--- src/rtl/led_arb_pkg.sv ---
// Shared types and constants for the LED ownership arbiter.
package led_arb_pkg;

  typedef enum logic [1:0] {
    LOCAL = 2'b00,
    HOST  = 2'b01,
    HEART = 2'b10
  } owner_t;

  localparam int REVOKE_BTN = 2;
  localparam int HEART_BTN  = 3;

  localparam logic [3:0] HB_INIT = 4'b0001;

endpackage

--- src/rtl/led_owner_arbiter_pb_debounce.sv ---
// One push button: 2-flop synchronizer, mismatch-count debouncer and press pulse.
// Output polarity is inverted from the raw pin: clean = 1 means pressed.
module pb_debounce #(
  parameter int DB_CYCLES = 4
) (
  input  logic clk,
  input  logic srst,
  input  logic pb_n,
  output logic clean,
  output logic press
);

  localparam int CW = (DB_CYCLES > 1) ? $clog2(DB_CYCLES) : 1;
  localparam logic [CW-1:0] DB_LAST = CW'(DB_CYCLES - 1);

  logic [1:0]    sync_reg;
  logic [CW-1:0] cnt_reg;
  logic          stable_reg;
  logic          press_reg;
  logic          pressed_sync;

  // Synchronizer resets to 1 (released) so no spurious press follows reset.
  assign pressed_sync = ~sync_reg[1];

  always_ff @(posedge clk) begin
    if (srst) begin
      sync_reg   <= 2'b11;
      cnt_reg    <= '0;
      stable_reg <= 1'b0;
      press_reg  <= 1'b0;
    end else begin
      sync_reg  <= {sync_reg[0], pb_n};
      press_reg <= 1'b0;
      if (pressed_sync == stable_reg) begin
        cnt_reg <= '0;
      end else if (cnt_reg == DB_LAST) begin
        cnt_reg    <= '0;
        stable_reg <= pressed_sync;
        press_reg  <= pressed_sync;
      end else begin
        cnt_reg <= cnt_reg + 1'b1;
      end
    end
  end

  assign clean = stable_reg;
  assign press = press_reg;

endmodule

--- src/rtl/led_owner_arbiter.sv ---
// LED ownership arbiter: button mirror, Nios PIO or heartbeat drives USER_LED.
// Define LED_HEARTBEAT_EN to include the HEART owner and its rotating pattern.
module led_owner_arbiter
  import led_arb_pkg::*;
#(
  parameter int CLK_HZ       = 50_000_000,
  parameter int DEBOUNCE_MS  = 10,
  parameter int HB_PERIOD_MS = 500
) (
  input  logic       SYS_CLK50M,
  input  logic       RESET_EXPN,
  input  logic [3:0] PB,
  input  logic [3:0] nios_led,
  input  logic       nios_req,
  output logic       nios_grant,
  output logic [1:0] owner,
  output logic [3:0] pb_clean,
  output logic [3:0] pb_press,
  output logic [3:0] USER_LED
);

  localparam int DB_CYCLES = CLK_HZ / 1000 * DEBOUNCE_MS;

  genvar gi;
  generate
    for (gi = 0; gi < 4; gi++) begin : g_pb
      pb_debounce #(.DB_CYCLES(DB_CYCLES)) u_db (
        .clk   (SYS_CLK50M),
        .srst  (RESET_EXPN),
        .pb_n  (PB[gi]),
        .clean (pb_clean[gi]),
        .press (pb_press[gi])
      );
    end
  endgenerate

  owner_t     state_reg, state_next;
  logic       lockout_reg, lockout_next;
  logic [3:0] led_reg, led_next;
  logic       grant_reg;
  logic       host_req;
  logic       revoke;

  assign host_req = nios_req && !lockout_reg;
  assign revoke   = (state_reg == HOST) && pb_press[REVOKE_BTN];

  always_comb begin
    state_next = state_reg;
    unique case (state_reg)
      LOCAL: begin
        if (host_req) state_next = HOST;
`ifdef LED_HEARTBEAT_EN
        else if (pb_press[HEART_BTN]) state_next = HEART;
`endif
      end
      HOST: begin
        if (revoke || !nios_req) state_next = LOCAL;
      end
`ifdef LED_HEARTBEAT_EN
      HEART: begin
        if (host_req) state_next = HOST;
        else if (pb_press[HEART_BTN]) state_next = LOCAL;
      end
`endif
      default: state_next = LOCAL;
    endcase
  end

  // Revoke wins over the clear so a held-off host must drop its request first.
  always_comb begin
    lockout_next = lockout_reg;
    if (revoke) lockout_next = 1'b1;
    else if (!nios_req) lockout_next = 1'b0;
  end

`ifdef LED_HEARTBEAT_EN
  localparam int HB_CYCLES = CLK_HZ / 1000 * HB_PERIOD_MS;
  localparam int HW = (HB_CYCLES > 1) ? $clog2(HB_CYCLES) : 1;
  localparam logic [HW-1:0] HB_LAST = HW'(HB_CYCLES - 1);

  logic [HW-1:0] hb_cnt_reg, hb_cnt_next;
  logic [3:0]    pat_reg, pat_next;

  // Counter and pattern restart on every entry and idle at their initial values.
  always_comb begin
    hb_cnt_next = '0;
    pat_next    = HB_INIT;
    if (state_reg == HEART && state_next == HEART) begin
      if (hb_cnt_reg == HB_LAST) begin
        pat_next = {pat_reg[2:0], pat_reg[3]};
      end else begin
        hb_cnt_next = hb_cnt_reg + 1'b1;
        pat_next    = pat_reg;
      end
    end
  end

  always_ff @(posedge SYS_CLK50M) begin
    if (RESET_EXPN) begin
      hb_cnt_reg <= '0;
      pat_reg    <= HB_INIT;
    end else begin
      hb_cnt_reg <= hb_cnt_next;
      pat_reg    <= pat_next;
    end
  end
`endif

  always_comb begin
    led_next = pb_clean;
    unique case (state_next)
      LOCAL:   led_next = pb_clean;
      HOST:    led_next = nios_led;
`ifdef LED_HEARTBEAT_EN
      HEART:   led_next = pat_next;
`endif
      default: led_next = pb_clean;
    endcase
  end

  always_ff @(posedge SYS_CLK50M) begin
    if (RESET_EXPN) begin
      state_reg   <= LOCAL;
      lockout_reg <= 1'b0;
      led_reg     <= 4'b0000;
      grant_reg   <= 1'b0;
    end else begin
      state_reg   <= state_next;
      lockout_reg <= lockout_next;
      led_reg     <= led_next;
      grant_reg   <= (state_next == HOST);
    end
  end

  assign owner      = state_reg;
  assign nios_grant = grant_reg;
  assign USER_LED   = led_reg;

endmodule

--- config.mk ---
export PLATFORM = sky130hd
export DESIGN_NAME = led_owner_arbiter
export DESIGN_NICKNAME = d
export VERILOG_FILES = /design/src/rtl/led_arb_pkg.sv /design/src/rtl/led_owner_arbiter_pb_debounce.sv /design/src/rtl/led_owner_arbiter.sv
export SDC_FILE = /design/constraint.sdc
export NUM_CORES = 1
export LEC_CHECK = 0
export ABC_CLOCK_PERIOD_IN_PS = 3840
export BUFFER_PORTS_ARGS = -buffer_cell sky130_fd_sc_hd__buf_2
export CAP_MARGIN = 0
export CORE_MARGIN = 10
export CORE_UTILIZATION = 45
export CTS_CLUSTER_SIZE = 28
export DETAILED_ROUTE_END_ITERATION = 6
export GPL_TIMING_DRIVEN = 0
export PLACE_DENSITY = 0.62
export RECOVER_POWER = 25
export SYNTH_ARGS = -nofsm -noshare
export SYNTH_HDL_FRONTEND = slang
export SYNTH_SLANG_ARGS = --single-unit
--- constraint.sdc ---
create_clock -name SYS_CLK50M -period 3.84 [get_ports SYS_CLK50M]
set_input_delay 0.576 -clock SYS_CLK50M [delete_from_list [all_inputs] [get_ports SYS_CLK50M]]
set_output_delay 0.576 -clock SYS_CLK50M [all_outputs]
set_load 0.05 [all_outputs]
==> results of run 1 <==
layer usage:
| layer | GRT usage, % | up-vias | share of wire [%] |
|---|---|---|---|
| li1 | - | 1734 | - |
| met1 | 15.3 | 1531 | 49 |
| met2 | 20.1 | 42 | 46 |
| met3 | 3.93 | 9 | 3.3 |
| met4 | 3.94 | 0 | 1.4 |
| met5 | 0 | - | 0 |
through the flow:
stage | area [sq um] | instances | hold slack [ps] | utilization, % | power (mW)
after floorplan | 4330 | 480 | 389 | - | 1.10
after global placement | 4610 | 633 | 393 | 49.5 | 1.12
after detailed placement | 4610 | 633 | 392 | 49.5 | 1.12
after CTS | 4830 | 649 | 374 | 51.8 | 1.86
after global routing | 4820 | 649 | 372 | 51.7 | 1.91
final | 4820 | 649 | 397 | 51.7 | 1.83
cell type report:
type,instances,area share [%]
multi-input combinational,345,44.1
sequential,100,41.5
buffer,23,3.35
tap,129,3.35
clock buffer,12,3.01
timing repair buffer,24,2.23
clock inverter,4,1.51
inverter,12,0.935
path summary, 6_finish.rpt:
path / start / endpoint / slack [ps] / cells past startpoint
setup / recovery: g_pb[0].u_db.cnt_reg[7]$_SDFF_PP0_ / g_pb[0].u_db.cnt_reg[11]$_SDFF_PP0_ / 1720 / 5
hold / removal: PB[2] / g_pb[2].u_db.sync_reg[0]$_SDFF_PP1_ / 400 / 2
setup reg to reg: g_pb[0].u_db.cnt_reg[7]$_SDFF_PP0_ / g_pb[0].u_db.cnt_reg[11]$_SDFF_PP0_ / 1720 / 5
hold reg to reg: g_pb[2].u_db.sync_reg[0]$_SDFF_PP1_ / g_pb[2].u_db.sync_reg[1]$_SDFF_PP1_ / 410 / 1
cell usage after synthesis (all sizes together), types with 2 or more instances:
cell	count
and2	2
dfxtp	100
nor4b	4
a21oi	16
or2	10
o21ai	7
mux2i	4
nand3	25
clkbuf	6
nor4	21
ha	4
buf	17
inv	12
nand2b	2
or3	5
nand2	27
or4b	3
a211o	2
and3	9
or4	8
xor2	26
o31ai	3
nand4	21
nor3	16
nor2	79
xnor2	33
and4	7
cell families (layout without fill, tap and decap cells):
family | Yosys count | count (layout) | share of synthesized area [%]
XOR/XNOR | 59 | 59 | 11.9
AND/OR/NAND/NOR | 245 | 245 | 30.4
adder cells (fa/ha/maj) | 4 | 4 | 1.16
other | 1 | 1 | 0.0866
buffers and inverters | 35 | 75 | 4.77
multiplexers | 5 | 5 | 1.18
flip-flops | 100 | 100 | 46.2
AO/OA/AOI/OAI | 31 | 31 | 4.22
power breakdown:
part           internal (mW)  leakage (nW)  switching [mW]
sequential              1.04         0.808         0.00388
combinational         0.0148         0.619          0.0286
clock                  0.385         0.107           0.353
total                   1.44          1.53           0.385
worst register-to-register path, delay by kind of cell (launching register included):
kind | cells | cell delay, ps
AO/OA/AOI/OAI | 1 | 610
buffers and inverters | 1 | 350
flip-flops | 1 | 380
AND/OR/NAND/NOR | 3 | 670
==> impl_metrics.csv, run 1 <==
group,metric,value,unit
run_status,status,"complete, no violations",
finish,antennaDiodeCount,0,
worst_setup_path,crit_path_end_kind,"flip-flop",
synth,synth-edff-count,0,
placement,portBuffers,24,
timing,drv_slew,0,
floorplanning,ios,26,
job,cap_violations,0,
synth,synthCells,480,
floorplanning,dieHeight,118,um
clock_network,cts_made_buffers,9,
timing,tightest_slew,698,ps
timing,fin_crit_sh,55.1,%
timing,layout_setup_ws,1720,ps
timing,rsz0062_at_grt,"false",
global_route,grt_pass1_vias,3205,
drt,viasPerCell,5.11,
timing,setup_violations,0,
drt,via_count,3316,
clock_network,clkTransAtPathRegs,90,ps
drt,ant_nets,0,
placement,post-dp-hpwl,6110,um
placement,dp_slack,1710,ps
placement,routabilityCongestion,0.785,
worst_setup_path,worstPathArrival,2370,ps
worst_setup_path,path_cells,"nor4b_1 > nand4_1 > o21ai_1 > buf_2 > nor2_1",
worst_setup_path,start_kind,"flip-flop",
clock_network,cts_num_sinks,100,
clock_network,tritoncts,"built",
synth,synthFlopType,"dfxtp_1",
worst_setup_path,worst-setup-path-type,"reg -> reg",
worst_setup_path,cp.required,4090,ps
finish,layout.cells.most_common_list,"dfxtp_1 (100), nor2_1 (79), xnor2_1 (33), nand2_1 (27), xor2_1 (26)",
synth,ys_types,49,
worst_setup_path,crit_family,"simple AND/OR/NAND/NOR gates",
pwr,irDropWorstVdd,0.218,mV
synth,ys_seq_elements,100,
pwr,leakage,1.53,nW
synth,synth_nets,495,
finish,largest_reg_flops,76,
clock_network,ctsHtreeMaxLevel,3,
clock_network,clockRootBuffer,"clkbuf_8",
clock_network,cts_resized,0,
timing,setup_tns,0,ps
drt,drtIter0Drc,192,
synth,ys_warn_count,0,
timing,hold_viol,0,
global_route,grt_usage,12.4,%
global_route,grt_start_max_net_pins,16,
finish,multi_input_area,2120,sq um
global_route,grt_overflow,0,
worst_setup_path,crit_fanout,10,
min_path,hp-class,"in -> reg",
drt,wl_per_cell,13.0,um
timing,clock.fmax,472,MHz
timing,finClkSkew,8.80,ps
timing,relSlewSlack,53.1,%
clock_network,clock_path_buffers,2,
worst_setup_path,crit_buf_inv,1,
synth,yosys.area.top_type_share,46.2,%
pwr,powerDensity,380,nW/um^2
finish,nets,530,
synth,syn_area_per_cell,9.02,sq um
floorplanning,rows,35,
timing,post-route-min-period,2120,ps
worst_setup_path,slowest_stage,"o21ai_1",
finish,layout-drive-gt1-share,12.7,%
clock_network,worstSkewPairLatency,360,ps
floorplanning,core_area,9330,sq um
synth,yosysTopAreaCell,"dfxtp_1",
finish,final_common_cell,"dfxtp_1",
global_route,grt_pass1_wl,14900,um
synth,ys_async_sr_fraction,0,%
clock_network,postCtsHoldBufs,0,
global_route,antenna_found_initial,0,
clock_network,postCtsSetupBuffers,0,
floorplanning,dieWidth,118,um
finish,area_growth,11.2,%
synth,netlist_area,4330,sq um
drt,drt_wl_total,8440,um
floorplanning,start_util,46.4,%
finish,fill_cells,913,
worst_setup_path,slowest_delay,610,ps
synth,synthTopCellsByArea,"dfxtp_1 (46%), nor2_1 (6.8%), xnor2_1 (6.7%), xor2_1 (5.3%), nand3_1 (2.9%)",
synth,ys_seq_area_share,46.2,%
finish,regArea,2000,sq um
drt,drc,0,
drt,dr.pass1.iters,5,
floorplanning,fp.dieArea,14000,sq um
No activity file was read; power rests on OpenSTA's default activity.
==> run 2, diff against run 1 <==
- ABC_CLOCK_PERIOD_IN_PS: 3840 -> 1900
- PLACE_DENSITY: 0.62 -> 0.64
- clock period: 3.84 -> 1.9 ns (I/O delays scaled with it)
==> impl_metrics.csv, run 2 (synthesized netlist as in run 1, its figures left out) <==
group,metric,value,unit
timing,relSlewSlack,59.1,%
pwr,seq_power_share,57.5,%
floorplanning,rows,35,
global_route,grt_pass1_vias,3153,
worst_setup_path,start_kind,"flip-flop",
clock_network,cts_made_buffers,9,
drt,ant_nets,0,
finish,layout.cells.most_common_list,"dfxtp_1 (93), nor2_1 (71), xnor2_1 (33), nand2_1 (27), xor2_1 (26)",
global_route,met2_usage,20.6,%
drt,via_count,3407,
global_route,grt_pass1_wl,14700,um
floorplanning,start_util,46.4,%
worst_setup_path,worstPathArrival,2150,ps
job,cap_violations,0,
run_status,status,"complete, no violations",
clock_network,ctsHtreeMaxLevel,3,
floorplanning,core_area,9330,sq um
min_path,holdPathStages,2,
placement,dp_slack,-177,ps
finish,final_common_cell,"dfxtp_1",
finish,layout-drive-gt1-share,20.0,%
timing,setup_violations,0,
placement,post-dp-hpwl,6090,um
clock_network,clkTransAtPathRegs,90,ps
finish,largest_reg_flops,76,
finish,antennaDiodeCount,0,
pwr,sw_frac_of_total,21.2,%
finish,nets,544,
worst_setup_path,crit_path_end_kind,"flip-flop",
pwr,p_comb_share,2.7,%
pwr,irDropWorstVdd,0.407,mV
drt,dr.pass1.iters,4,
clock_network,tritoncts,"built",
worst_setup_path,crit_fanout,6,
timing,finClkSkew,7.65,ps
worst_setup_path,rr_worst_depth,6,
timing,tightest_slew,616,ps
floorplanning,dieWidth,118,um
clock_network,clockRootBuffer,"clkbuf_8",
timing,hold_viol,0,
global_route,antenna_found_initial,0,
pwr,pwr-share-clk,39.8,%
finish,area_growth,17.1,%
timing,setup_tns,0,ps
drt,wl_per_cell,13.4,um
timing,fin_crit_sh,99.5,%
clock_network,postCtsHoldBufs,0,
timing,drv_slew,0,
global_route,busiest_layer,"met2",
placement,portBuffers,24,
global_route,grt_start_max_net_pins,16,
drt,viasPerCell,5.14,
pwr,leakage,1.64,nW
global_route,use_met1,14.5,%
drt,drtIter0Drc,182,
pwr,netSwitchingPower,0.781,mW
timing,layout_setup_ws,9.81,ps
drt,drt_wl_total,8880,um
global_route,grt_overflow,0,
clock_network,cts_num_sinks,100,
drt,drc,0,
floorplanning,dieHeight,118,um
timing,clock.fmax,529,MHz
finish,instances_no_fill,663,
timing,holdWs,101,ps
placement,dp.cells,633,
placement,routabilityCongestion,0.789,
pwr,p_int,2.90,mW
global_route,grt_usage,12.3,%
clock_network,worstSkewPairLatency,360,ps
global_route,grtUsageMet3,3.93,%
min_path,hp-class,"in -> reg",
worst_setup_path,worst-setup-path-type,"reg -> reg",
floorplanning,ios,26,
finish,fill_cells,871,
timing,post-route-min-period,1890,ps
worst_setup_path,cp.required,2160,ps
floorplanning,fp.dieArea,14000,sq um
pwr,total_power,3.68,mW
timing,rsz0062_at_grt,"true",
pwr,powerDensity,725,nW/um^2
clock_network,clock_path_buffers,2,
[run 2: final timing paths]
path                                                          start                             endpoint  slack, ps
worst max register to register   g_pb[3].u_db.cnt_reg[5]$_SDFF_PP0_   g_pb[3].u_db.cnt_reg[5]$_SDFF_PP0_         10
worst max-delay path             g_pb[3].u_db.cnt_reg[5]$_SDFF_PP0_   g_pb[3].u_db.cnt_reg[5]$_SDFF_PP0_         10
worst min-delay path                                          PB[2]  g_pb[2].u_db.sync_reg[0]$_SDFF_PP1_        100
worst min register to register  g_pb[2].u_db.sync_reg[0]$_SDFF_PP1_  g_pb[2].u_db.sync_reg[1]$_SDFF_PP1_        410
[run 2: timing repair]
| action | 4_1_cts | 5_1_grt |
|---|---|---|
| resized for setup | 6 | 34 |
| setup endpoints to repair | 37 | 45 |
| gates cloned | 0 | 2 |
| setup buffers | 1 | 11 |
| hold endpoints to repair | 0 | 0 |
| pin swaps | 1 | 11 |
[run 2: stage by stage]
step           area (sq um)  util [%]
2_1_floorplan          4330         -
3_5_place_dp           4610      49.5
3_3_place_gp           4610      49.5
4_1_cts                4860      52.1
5_1_grt                5070      54.4
6_report               5070      54.4
[run 2: critical path: stages, from the launching register on]
cell,delay (ps)
dfxtp_4,360
or4_4,540
nor4_4,310
a211o_1,230
buf_6,160
buf_12,130
nor2_1,50
[run 2: layout make-up]
cell class,count,area [sq um],area share [%]
clock inverter,3,42.5,0.838
timing repair buffer,38,228,4.49
multi-input combinational,345,2230,44.0
inverter,12,45.0,0.888
clock buffer,13,179,3.53
sequential,100,2020,39.7
tap,129,161,3.18
buffer,23,169,3.33
[run 2: power groups by stage]
stage               Sequential [mW]  Clock, mW  Combinational [mW]
finish                         2.12       1.46              0.0999
global route                   2.12       1.58               0.109
CTS                            2.12       1.50              0.0909
detailed placement             2.17          0              0.0903
global placement               2.17          0              0.0896
floorplan                      2.18          0              0.0430
[run 2: metal layers]
layer / vias up / part of all wire, %
met5: - / 0
met3: 10 / 3.6
met4: 0 / 1.2
met1: 1600 / 45
li1: 1756 / -
met2: 41 / 50
